[src/rtl/fpu_pkg.sv]
// fpu_pkg: shared op encoding, latencies and reservation-slot type for the FPU issue scheduler.
package fpu_pkg;

    typedef enum logic [2:0] {
        FADD  = 3'd0,
        FMUL  = 3'd1,
        FDIV  = 3'd2,
        FSQRT = 3'd3,
        FHALF = 3'd4
    } fpu_op_t;

    localparam int LAT_FADD  = 2;
    localparam int LAT_FMUL  = 2;
    localparam int LAT_FDIV  = 8;
    localparam int LAT_FSQRT = 8;
    localparam int LAT_FHALF = 1;
    localparam int MAXLAT    = 15;
    localparam int TAGW      = 5;

    typedef struct packed {
        logic            valid;
        logic [2:0]      op;
        logic [TAGW-1:0] tag;
    } resv_t;

    function automatic int op_lat(input fpu_op_t op);
        return op == FADD ? LAT_FADD :
               op == FMUL ? LAT_FMUL :
               op == FDIV ? LAT_FDIV :
               op == FSQRT ? LAT_FSQRT : LAT_FHALF;
    endfunction

    function automatic logic is_iter(input fpu_op_t op);
        return op == FDIV || op == FSQRT;
    endfunction

endpackage

[src/rtl/fpu_resv_line.sv]
// fpu_resv_line: writeback reservation shift line; slot 0 is the op completing this cycle.
module fpu_resv_line
    import fpu_pkg::*;
#(
    parameter int DEPTH = MAXLAT,
    parameter int LW    = $clog2(DEPTH + 1)
) (
    input  logic          i_clk,
    input  logic          i_rstn,
    input  logic          i_flush,
    input  logic          i_wr_en,
    input  logic [LW-1:0] i_wr_idx,
    input  resv_t         i_wr_data,
    input  logic [LW-1:0] i_q_idx,
    output logic          o_q_valid,
    output resv_t         o_head,
    output logic          o_any
);

    resv_t          r_slot  [DEPTH];
    resv_t          w_shift [DEPTH];
    logic [DEPTH:0] w_vld;

    // the extra top bit stands for slot[DEPTH], which is never occupied
    assign w_vld[DEPTH] = 1'b0;

    for (genvar k = 0; k < DEPTH; k++) begin : g_slot
        if (k == DEPTH - 1) begin : g_top
            assign w_shift[k] = '0;
        end else begin : g_mid
            assign w_shift[k] = r_slot[k+1];
        end
        assign w_vld[k] = r_slot[k].valid;
    end

    always_ff @(posedge i_clk or negedge i_rstn) begin
        if (!i_rstn) begin
            for (int k = 0; k < DEPTH; k++) r_slot[k] <= '0;
        end else begin
            for (int k = 0; k < DEPTH; k++)
                r_slot[k] <= i_flush ? '0 :
                             (i_wr_en && i_wr_idx == LW'(k)) ? i_wr_data : w_shift[k];
        end
    end

    assign o_q_valid = w_vld[i_q_idx];
    assign o_head    = r_slot[0];
    assign o_any     = |w_vld[DEPTH-1:0];

endmodule

[src/rtl/fpu_issue_sched.sv]
// fpu_issue_sched: issues one FP op per cycle, reserving a unique writeback cycle per op
// and serialising the shared divide/sqrt unit.
module fpu_issue_sched
    import fpu_pkg::*;
#(
    parameter int P_LAT_FADD  = LAT_FADD,
    parameter int P_LAT_FMUL  = LAT_FMUL,
    parameter int P_LAT_FDIV  = LAT_FDIV,
    parameter int P_LAT_FSQRT = LAT_FSQRT,
    parameter int P_LAT_FHALF = LAT_FHALF,
    parameter int P_MAXLAT    = MAXLAT
) (
    input  logic            i_clk,
    input  logic            i_rstn,
    input  logic            i_req_valid,
    input  logic [2:0]      i_req_op,
    input  logic [TAGW-1:0] i_req_tag,
    output logic            o_req_ready,
    input  logic            i_flush,
    output logic            o_issue_valid,
    output logic [2:0]      o_issue_op,
    output logic            o_wb_valid,
    output logic [2:0]      o_wb_op,
    output logic [TAGW-1:0] o_wb_tag,
    output logic            o_illegal,
    output logic            o_busy
);

    localparam int LW      = $clog2(P_MAXLAT + 1);
    localparam int DIV_LAT = P_LAT_FDIV > P_LAT_FSQRT ? P_LAT_FDIV : P_LAT_FSQRT;

    logic [LW-1:0] r_div_cnt;
    logic          r_illegal;
    logic [LW-1:0] w_lat;
    logic          w_legal;
    logic          w_iter;
    logic          w_slot_busy;
    logic          w_conflict;
    logic          w_acc;
    logic          w_any;
    resv_t         w_head;

    assign w_legal = i_req_op <= 3'd4;
    assign w_iter  = w_legal && is_iter(fpu_op_t'(i_req_op));
    assign w_lat   = i_req_op == FADD  ? LW'(P_LAT_FADD)  :
                     i_req_op == FMUL  ? LW'(P_LAT_FMUL)  :
                     i_req_op == FDIV  ? LW'(P_LAT_FDIV)  :
                     i_req_op == FSQRT ? LW'(P_LAT_FSQRT) : LW'(P_LAT_FHALF);

    // an op landing in slot[L-1] collides with whatever currently sits in slot[L]
    assign w_conflict    = w_legal && (w_slot_busy || (w_iter && r_div_cnt != '0));
    assign o_req_ready   = !i_flush && !w_conflict;
    assign w_acc         = i_req_valid && o_req_ready;
    assign o_issue_valid = w_acc && w_legal;
    assign o_issue_op    = i_req_op;

    fpu_resv_line #(.DEPTH(P_MAXLAT), .LW(LW)) u_line (
        .i_clk     (i_clk),
        .i_rstn    (i_rstn),
        .i_flush   (i_flush),
        .i_wr_en   (o_issue_valid),
        .i_wr_idx  (w_lat - LW'(1)),
        .i_wr_data ('{valid: 1'b1, op: i_req_op, tag: i_req_tag}),
        .i_q_idx   (w_lat),
        .o_q_valid (w_slot_busy),
        .o_head    (w_head),
        .o_any     (w_any)
    );

    always_ff @(posedge i_clk or negedge i_rstn) begin
        if (!i_rstn) begin
            r_div_cnt <= '0;
            r_illegal <= 1'b0;
        end else begin
            r_div_cnt <= i_flush ? '0 :
                         (o_issue_valid && w_iter) ? LW'(DIV_LAT - 1) :
                         r_div_cnt != '0 ? r_div_cnt - LW'(1) : r_div_cnt;
            r_illegal <= w_acc && !w_legal;
        end
    end

    assign o_wb_valid = w_head.valid;
    assign o_wb_op    = w_head.op;
    assign o_wb_tag   = w_head.tag;
    assign o_illegal  = r_illegal;
    assign o_busy     = w_any || r_div_cnt != '0;

endmodule
[config.mk]
export PLATFORM = sky130hd
export DESIGN_NAME = fpu_issue_sched
export DESIGN_NICKNAME = d
export VERILOG_FILES = /design/src/rtl/fpu_pkg.sv /design/src/rtl/fpu_resv_line.sv /design/src/rtl/fpu_issue_sched.sv
export SDC_FILE = /design/constraint.sdc
export NUM_CORES = 1
export LEC_CHECK = 0
export BUFFER_PORTS_ARGS = -buffer_cell sky130_fd_sc_hd__buf_2
export CORE_ASPECT_RATIO = 1.1
export CORE_MARGIN = 2
export CORE_UTILIZATION = 50
export DETAILED_ROUTE_END_ITERATION = 6
export PLACE_DENSITY = 0.67
export SLEW_MARGIN = 30
export SYNTH_ARGS = -nofsm -noshare
export SYNTH_HDL_FRONTEND = slang
export SYNTH_HIERARCHICAL = 1
export SYNTH_SLANG_ARGS = --single-unit
[constraint.sdc]
create_clock -name i_clk -period 5.63 [get_ports i_clk]
set_input_delay 0.2815 -clock i_clk [delete_from_list [all_inputs] [get_ports i_clk]]
set_output_delay 0.2815 -clock i_clk [all_outputs]
set_load 0.01 [all_outputs]
==> results_dict.tcl, run 1 <==
set metrics [dict create \
    status "finished, violations left" \
    violations "design-rule violations" \
    hpwl_um 8860 \
    grt_pass1_vias 5157 \
    yosys-top-cells-count "dfrtp_1 (140), a21oi_1 (129), nand3_1 (128), o21ai_0 (124), clkbuf_1 (47)" \
    finalSetupViolations 0 \
    slew_viol_final 0 \
    final_core_util 0.5654 \
    start_util 0.5106 \
    grtUsageTotal 0.2464 \
    drt-wirelength-per-cell_um 20.08 \
    synth.largest_area_cell "dfrtp_1" \
    place_congestion 0.7773 \
    die_y_um 122.7 \
    dieArea_um2 13720 \
    ios 28 \
    core_um2 12540 \
    synth_seq_cells 140 \
    cp-end-kind "flop" \
    clk_latency_ns 0.41 \
    synth_ff_type "dfrtp_1" \
    cpLargestDelayFamily "compound AO/OA/AOI/OAI gates" \
    path_cells "buf_2 -> nor2_1 -> mux4_2 -> a22o_1 -> a311o_1 -> nor3b_1 -> o21a_1 -> nand4b_1 -> o21ai_0 -> a21oi_1" \
    synth_area_leaders "dfrtp_1 (55%), a21oi_1 (10%), nand3_1 (10%)" \
    synth_top_area_share 0.5473 \
    clk_pin_slew_worst_paths_ns 0.06 \
    clock.fmax_ghz 0.2450 \
    route.vias.total 5298 \
    cts_tree "done" \
    rsz0062_at_grt "false" \
    synth_edf_count 0 \
    grt_pass1_wl_um 26750 \
    cts.htree.levels 4 \
    relSlewSlack 0.06083 \
    antennaDiodeCount 0 \
    fin_tns_setup_ns 0 \
    critPathMaxStageDelay_ns 0.76 \
    nNetsFinal 674 \
    cts_buffers 17 \
    power.density_nw_per_um2 347.5 \
    start_kind "primary input" \
    yosysWarnings 6 \
    crit_slowest_cell "nand4b_1" \
    finClkSkew_ns 0.005147 \
    syn_area_um2 6401 \
    rows 43 \
    area_delta_synth_final_pct 10.73 \
    synth_most_common_cell "dfrtp_1" \
    via_per_inst 6.383 \
    hp-class "primary input to flop" \
    yosysUniqueCellTypes 47 \
    cts_buffer_depth 2 \
    cts_resized 0 \
    grt_overflow 0 \
    p_leak_nw 2.948 \
    avgSynthCellArea_um2 9.345 \
    finalWirelength_um 16670 \
    portBuffers 27 \
    drt-pass1-iter-count 7 \
    cp.arrival_ns 4.37 \
    cp_max_fo 26 \
    grt_max_degree 97 \
    synth_cells 685 \
    fill_cells 1099 \
    yosysSeqAreaShare 0.5473 \
    cap_viol_max_count 0 \
    crit_type "primary input to flop" \
    tightest_slew_ns 1.409 \
    cts_sinks 140 \
    cts-root-buf "clkbuf_16" \
    peakVddDrop_mv 0.2167 \
    post-route-period-util 0.7250 \
    drtIter0Drc 829 \
    cp.buffers_inverters 1 \
    antenna_left 0 \
    fin_crit_ns 4.082 \
    post-cts-setup-buffer-count 0 \
    synth-async-reset-ratio 1.000 \
    layout-drive-gt1-share 0.1100 \
    cp.required_ns 5.92 \
    hold_viol 0 \
    antenna_found_initial 0 \
    drc 5 \
    die_x_um 111.9 \
]
kinds of logic (layout without fill, tap and decap cells):
kind of cell / Yosys count / in the layout / share of synthesized area
other: 2 / 13 / 0.001173
AND/OR/NAND/NOR: 179 / 179 / 0.1540
flip-flops: 140 / 140 / 0.5473
AO/OA/AOI/OAI: 265 / 265 / 0.2127
buffers and inverters: 93 / 70 / 0.06860
adder cells (fa/ha/maj): 1 / 1 / 0.001954
multiplexers: 5 / 5 / 0.01427
worst reg2reg max path, cell delays in order (launching register included):
cell and delay, ns:
dfrtp_1 0.43, mux4_2 0.47, a22o_1 0.22, a311o_1 0.37, nor3b_1 0.47, o21a_1 0.42, nand4b_1 0.76, o21ai_0 0.50
a21oi_1 0.12
routing by layer:
layer	vias to the layer above	wire [um]	track usage
met5	-	0	0
met2	237	8742	0.4242
met4	0	232	0.1019
li1	2369	-	-
met1	2672	6636	0.3050
met3	20	1057	0.05086
where the power goes:
part           switching, mW  total, mW  internal [mW]
clock network          0.420       1.20          0.777
logic                  0.165      0.230         0.0650
registers             0.0125       1.04           1.02
repair_timing:
item / in CTS / in global routing
endpoints found under the hold margin: 72 / 0
setup endpoints to repair: 0 / 0
hold buffers: 1 / 0
placed cells by master (no fill, tap or decap), types with 2 or more instances in the layout:
cell / count
nor3_1: 3
nand3_1: 128
nor4_1: 3
nand2_1: 2
inv_1: 3
bufinv_16: 4
nand3b_1: 2
mux2i_1: 2
conb_1: 13
o21ai_1: 2
and2_1: 10
buf_2: 25
nor2_1: 6
a211oi_1: 4
clkbuf_8: 3
a21oi_1: 129
and3b_1: 3
mux4_2: 2
clkbuf_16: 17
buf_4: 7
nor2b_1: 3
clkinvlp_4: 3
o21ai_0: 124
clkbuf_1: 2
or3b_1: 2
dfrtp_1: 140
flip-flops by register name, summed over array words and instances, names as in the netlist:
register       flops
o_illegal          1
r_div_cnt          4
u_line/o_head      9
u_line/r_slot    126
path summary, 6_finish.rpt:
kind	startpoint	depth (start not counted)	to	slack, ns
setup / recovery	i_req_op[2]	10	u_line/r_slot[100]	1.55
hold / removal	i_req_valid	2	o_illegal	0.14
setup reg to reg	u_line/r_slot[125]	8	u_line/r_slot[100]	1.74
hold reg to reg	u_line/r_slot[86]	2	u_line/r_slot[95]	0.51
max in group asynchronous	i_rstn	3	u_line/r_slot[79]	3.87
min in group asynchronous	i_rstn	2	u_line/r_slot[15]	0.46
stage by stage:
stage	setup slack (ns)	instance area (um2)	total power [mW]	cells	hold slack, ns
2_1_floorplan	2.203	6442	1.208	696	-0.01409
6_report	1.548	7088	2.463	830	0.1404
3_5_place_dp	1.212	6416	1.274	797	0.3518
4_1_cts	1.653	7061	2.464	829	0.1289
5_1_grt	1.353	7088	2.544	830	0.1317
3_3_place_gp	1.460	6414	1.267	797	0.3414
layout make-up:
cell class	instances	area (um2)	area share
sequential	140	3503	0.4943
multi-input combinational	463	2512	0.3545
clock buffer	22	474.2	0.06690
timing repair buffer	35	226.5	0.03195
tap	157	196.4	0.02771
clock inverter	9	160.2	0.02259
inverter	4	15.01	0.002118
Power figures use the tool's default switching activity.
==> run 2: changes to the inputs <==
--- a/config.mk
+++ b/config.mk
@@ -10,7 +10,7 @@
 export CORE_MARGIN = 2
 export CORE_UTILIZATION = 50
 export DETAILED_ROUTE_END_ITERATION = 6
-export PLACE_DENSITY = 0.67
+export PLACE_DENSITY = 0.69
 export SLEW_MARGIN = 30
 export SYNTH_ARGS = -nofsm -noshare
 export SYNTH_HDL_FRONTEND = slang
==> constraint.sdc (replaced) <==
create_clock -name i_clk -period 3.5 [get_ports i_clk]
set_input_delay 0.175 -clock i_clk [delete_from_list [all_inputs] [get_ports i_clk]]
set_output_delay 0.175 -clock i_clk [all_outputs]
set_load 0.01 [all_outputs]
==> run 2 against run 1 <==
Net effect:
- the run now ends clean
- clock skew increased by 0.0038 ns
- core utilization grew 0.53 points
- first-iteration DRC count shrank 4.1%
- critical endpoint is now u_line/r_slot[95]
==> results_dict.tcl, run 2 (synthesis gave the netlist of run 1 again) <==
set metrics [dict create \
    cts.htree.levels 4 \
    finalSetupViolations 0 \
    post-route-cell-area_um2 7154 \
    cpLargestDelayFamily "compound AO/OA/AOI/OAI gates" \
    clock.fmax_ghz 0.2997 \
    antenna_left 0 \
    grt_pass1_wl_um 26650 \
    grt_overflow 0 \
    antennaDiodeCount 0 \
    final_common_cell "dfrtp_1" \
    clk_latency_ns 0.42 \
    holdWs_ns 0.03151 \
    crit_type "flop to flop" \
    die_x_um 111.9 \
    grt_pass1_vias 5118 \
    p_leak_nw 3.013 \
    cp.buffers_inverters 0 \
    hp-class "primary input to flop" \
    seqCellArea_um2 3503 \
    route.vias.total 5366 \
    power_mw 3.746 \
    drc 0 \
    hold_viol 0 \
    area_delta_synth_final_pct 11.77 \
    nNetsFinal 691 \
    cts_sinks 140 \
    grt_max_degree 123 \
    fill_cells 1070 \
    rsz0062_at_grt "false" \
    slew_viol_final 0 \
    drtIter0Drc 795 \
    portBuffers 27 \
    dpl_cell_area_um2 6558 \
    start_kind "flop" \
    post-route-period-util 0.9535 \
    dieArea_um2 13720 \
    cts_buffer_depth 2 \
    top_register "u_line/r_slot" \
    cp.arrival_ns 3.60 \
    cts_tree "done" \
    ios 28 \
    clk_pin_slew_worst_paths_ns 0.06 \
    fin_tns_setup_ns 0 \
    cp-end-kind "flop" \
    antenna_found_initial 0 \
    fin_crit_ns 3.337 \
    multiInputGateArea_um2 2510 \
    largest_reg_flops 126 \
    drt-wirelength-per-cell_um 19.28 \
    rows 43 \
    finClkSkew_ns 0.008926 \
    status "finished clean" \
    finalWirelength_um 16330 \
    final_cell_mix "dfrtp_1 (140), a21oi_1 (129), nand3_1 (128)" \
    layout-drive-gt1-share 0.1261 \
    start_util 0.5106 \
    relSlewSlack 0.1019 \
    path_cells "mux4_2 -> a22o_1 -> a311o_1 -> nor3b_1 -> o21a_1 -> or3b_1 -> o21ai_0 -> a21oi_1" \
    cp_max_fo 18 \
    peakVddDrop_mv 0.3898 \
    grtUsageTotal 0.2446 \
    critPathMaxStageDelay_ns 0.64 \
    drt-pass1-iter-count 5 \
    cts-root-buf "clkbuf_16" \
    cap_viol_max_count 0 \
    cp.required_ns 3.76 \
    place_congestion 0.7750 \
    power.density_nw_per_um2 523.6 \
    die_y_um 122.7 \
    crit_slowest_cell "or3b_1" \
    tightest_slew_ns 1.347 \
    hpwl_um 9146 \
    via_per_inst 6.335 \
    cts_buffers 17 \
    core_um2 12540 \
    regToRegSetupSlack_ns 0.16 \
]
==> run 2: timing repair <==
action / 4_1_cts / 5_1_grt
buffers inserted: 0 / 0
endpoints found under the setup margin: 0 / 0
gates resized for setup: 0 / 0
hold endpoints to repair: 121 / 0
hold buffers: 1 / 0
==> run 2: worst paths after layout <==
| check | from | endpoint | depth (start not counted) |
|---|---|---|---|
| setup / recovery | u_line/r_slot[125] | u_line/r_slot[95] | 8 |
| hold / removal | i_req_valid | o_illegal | 2 |
| setup reg to reg | u_line/r_slot[125] | u_line/r_slot[95] | 8 |
| hold reg to reg | r_div_cnt[0] | r_div_cnt[0] | 1 |
| max in group asynchronous | i_rstn | u_line/r_slot[48] | 4 |
| min in group asynchronous | i_rstn | u_line/r_slot[6] | 2 |
==> run 2: per-stage QoR <==
| step | std cells | setup slack (ns) | util |
|---|---|---|---|
| after floorplan | 696 | 0.1792 | - |
| after global placement | 814 | 0.2110 | 0.5228 |
| after detailed placement | 814 | 0.1149 | 0.5231 |
| after CTS | 846 | 0.1810 | 0.5682 |
| after global routing | 847 | 0.003159 | 0.5707 |
| final | 847 | 0.1629 | 0.5707 |
==> run 2: final cells by class <==
| cell class | instances | share of cell area |
|---|---|---|
| inverter | 4 | 0.002099 |
| clock inverter | 7 | 0.008919 |
| sequential | 140 | 0.4897 |
| clock buffer | 24 | 0.06873 |
| timing repair buffer | 52 | 0.05229 |
| multi-input combinational | 463 | 0.3508 |
| tap | 157 | 0.02746 |
==> run 2: worst register-to-register path: cells and delay by family, from the launching register on <==
family,cells,cell delay [ns]
compound gates,5,1.36
simple gates,2,0.93
mux,1,0.48
flops,1,0.42
==> run 2: metal layers <==
| layer | GRT usage | up-vias | part of all wire |
|---|---|---|---|
| li1 | - | 2404 | - |
| met1 | 0.3117 | 2733 | 0.41 |
| met2 | 0.4117 | 200 | 0.51 |
| met3 | 0.04889 | 29 | 0.063 |
| met4 | 0.1011 | 0 | 0.018 |
| met5 | 0 | - | 0 |
==> run 2: power breakdown <==
group,leakage [nW],internal (mW),switching [mW]
Combinational,0.782,0.116,0.268
Clock,0.280,1.04,0.652
Sequential,1.95,1.65,0.0201
Total,3.01,2.81,0.940
==> run 3: changes to the inputs <==
--- a/config.mk
+++ b/config.mk
@@ -10,7 +10,8 @@
 export CORE_MARGIN = 2
 export CORE_UTILIZATION = 50
 export DETAILED_ROUTE_END_ITERATION = 6
-export PLACE_DENSITY = 0.69
+export PLACE_DENSITY = 0.67
+export REMOVE_ABC_BUFFERS = 1
 export SLEW_MARGIN = 30
 export SYNTH_ARGS = -nofsm -noshare
 export SYNTH_HDL_FRONTEND = slang
==> constraint.sdc (replaced) <==
create_clock -name i_clk -period 3.6 [get_ports i_clk]
set_input_delay 0.18 -clock i_clk [delete_from_list [all_inputs] [get_ports i_clk]]
set_output_delay 0.18 -clock i_clk [all_outputs]
set_load 0.01 [all_outputs]
==> run 3 against run 2 <==
Net effect:
- total power fell by 3.3%
- sequential share of layout area up 0.42 points
- non-clock buffer count fell by 3
- register-to-register slack gained 0.26 ns
- first-iteration DRC count decreased by 39%
- clock-buffer cell count stayed put
- fmax increased by 5.1%
- via count shrank 2.2%
- critical endpoint is now u_line/r_slot[85]
- largest cell class unchanged
==> results_dict.tcl, run 3 (synthesis gave the netlist of run 1 again) <==
set metrics [dict create \
    power.density_nw_per_um2 510.5 \
    start_util 0.5106 \
    cp_max_fo 18 \
    start_kind "flop" \
    antenna_found_initial 0 \
    clockPowerShare 0.452 \
    critPathMaxStageDelay_ns 0.56 \
    nNetsFinal 688 \
    use_met3 0.04642 \
    crit_start "u_line/o_head[8]" \
    ff2ff_path_depth 9 \
    place_congestion 0.8361 \
    finClkSkew_ns 0.005324 \
    use_met1 0.3190 \
    die_x_um 111.9 \
    area_delta_synth_final_pct 10.81 \
    die_y_um 122.7 \
    finalWirelength_um 15770 \
    clk_pin_slew_worst_paths_ns 0.06 \
    p_comb_frac 0.100 \
    cts.htree.levels 4 \
    grt_pass1_vias 5226 \
    power.net_switching_uw 900.4 \
    cts_tree "done" \
    cts_buffers 17 \
    grt_overflow 0 \
    hold_end "o_illegal" \
    regToRegSetupSlack_ns 0.42 \
    clock.fmax_ghz 0.3150 \
    holdPathStages 2 \
    r2r-start "u_line/o_head[8]" \
    portBuffers 27 \
    layout-drive-gt1-share 0.1210 \
    cts-root-buf "clkbuf_16" \
    relSlewSlack 0.07743 \
    cts_buffer_depth 2 \
    tightest_slew_ns 1.384 \
    hold_start "i_req_valid" \
    drc 0 \
    drt-wirelength-per-cell_um 18.71 \
    ios 28 \
    hp-class "primary input to flop" \
    cts_resized 0 \
    largest_reg_flops 126 \
    status "finished clean" \
    use_met2 0.4170 \
    holdWs_ns 0.06037 \
    p_leak_nw 2.972 \
    peakVddDrop_mv 0.2472 \
    grt.busiest_layer "met2" \
    grtUsageTotal 0.2468 \
    cp-end-kind "flop" \
    cts_sinks 140 \
    top_register "u_line/r_slot" \
    crit_slowest_cell "and4bb_2" \
    grt_max_degree 106 \
    core_um2 12540 \
    dieArea_um2 13720 \
    finalSetupViolations 0 \
    route.vias.total 5249 \
    regToRegEndpoint "u_line/r_slot[85]" \
    hpwl_um 8827 \
    drt-pass1-iter-count 5 \
    final_common_cell "dfrtp_1" \
    antenna_left 0 \
    final_core_util 0.5658 \
    hold_viol 0 \
    final_cells 843 \
    rsz0062_at_grt "false" \
    fin_crit_ns 3.175 \
    clk_latency_ns 0.42 \
    rows 43 \
    intPower_mw 2.721 \
    dp.cells 812 \
    power_mw 3.621 \
    p_sw_frac 0.2486 \
    cp.arrival_ns 3.51 \
    via_per_inst 6.227 \
    drtIter0Drc 482 \
    crit_type "flop to flop" \
    pwr-share-seq 0.448 \
    cap_viol_max_count 0 \
    final_cell_mix "dfrtp_1 (140), a21oi_1 (129), nand3_1 (128)" \
    fill_cells 1104 \
    grt_pass1_wl_um 26750 \
    slew_viol_final 0 \
    post-route-period-util 0.8820 \
    antennaDiodeCount 0 \
    cp.required_ns 3.93 \
    path_cells "mux4_2 -> a22o_1 -> a311o_1 -> nor3b_1 -> o21a_1 -> buf_4 -> and4bb_2 -> nand3_1 -> a21oi_1" \
]
run 3: changes by cell type in the layout (fill, tap and decap cells not counted):
cell        previous run  this run
clkinv_4               1         0
buf_12                 1         0
clkinv_2               5         2
clkbuf_8               4         5
buf_8                  1         0
buf_16                 1         0
buf_6                  1         0
clkinvlp_4             0         3
run 3: worst max path at each step:
stage | endpoint | cells after the start
floorplan | u_line/r_slot[100] | 9
finish | u_line/r_slot[85] | 9
detailed placement | u_line/r_slot[97] | 10
global route | u_line/r_slot[97] | 8
CTS | u_line/r_slot[97] | 8
global placement | u_line/o_head[0] | 10
run 3: routing by layer:
| metal | share of wire | wire length [um] | up-vias |
|---|---|---|---|
| li1 | - | - | 2393 |
| met3 | 0.067 | 1053 | 23 |
| met1 | 0.41 | 6400 | 2647 |
| met4 | 0.016 | 248 | 0 |
| met2 | 0.51 | 8071 | 186 |
| met5 | 0 | 0 | - |
run 3: through the flow:
stage | instance area [um2] | setup slack, ns | setup TNS, ns
floorplan | 6018 | -0.8551 | -58.94
global placement | 6526 | 0.4094 | 0
detailed placement | 6526 | 0.2625 | 0
CTS | 7091 | 0.4748 | 0
global route | 7093 | 0.2791 | 0
finish | 7093 | 0.4250 | 0
run 3: area by class of cell:
cell class,instances,area [um2],share of cell area
clock buffers,24,491.7,0.06932
multi-input cells,463,2510,0.3539
well taps,157,196.4,0.02769
inverters,4,15.01,0.002117
repair buffers,49,314.1,0.04428
flip-flops and latches,140,3503,0.4939
clock inverters,6,62.56,0.008820
run 3: repair_timing:
action,in CTS,in global routing
hold buffers,1,0
buffers inserted,0,0
endpoints found under the hold margin,103,0
run 3: critical path: cells and delay by family (launching register included):
kind            cells  cell delay, ns
compound gates      4            0.98
buf+inv             1            0.17
flops               1            0.43
mux                 1            0.47
simple gates        3            1.04
run 3: power groups by stage:
stage          Combinational [mW]  Sequential, mW  Clock (mW)
5_1_grt                     0.404            1.63        1.73
3_3_place_gp                0.346            1.65           0
4_1_cts                     0.357            1.62        1.66
6_report                    0.363            1.62        1.64
2_1_floorplan               0.183            1.64           0
3_5_place_dp                0.354            1.65           0
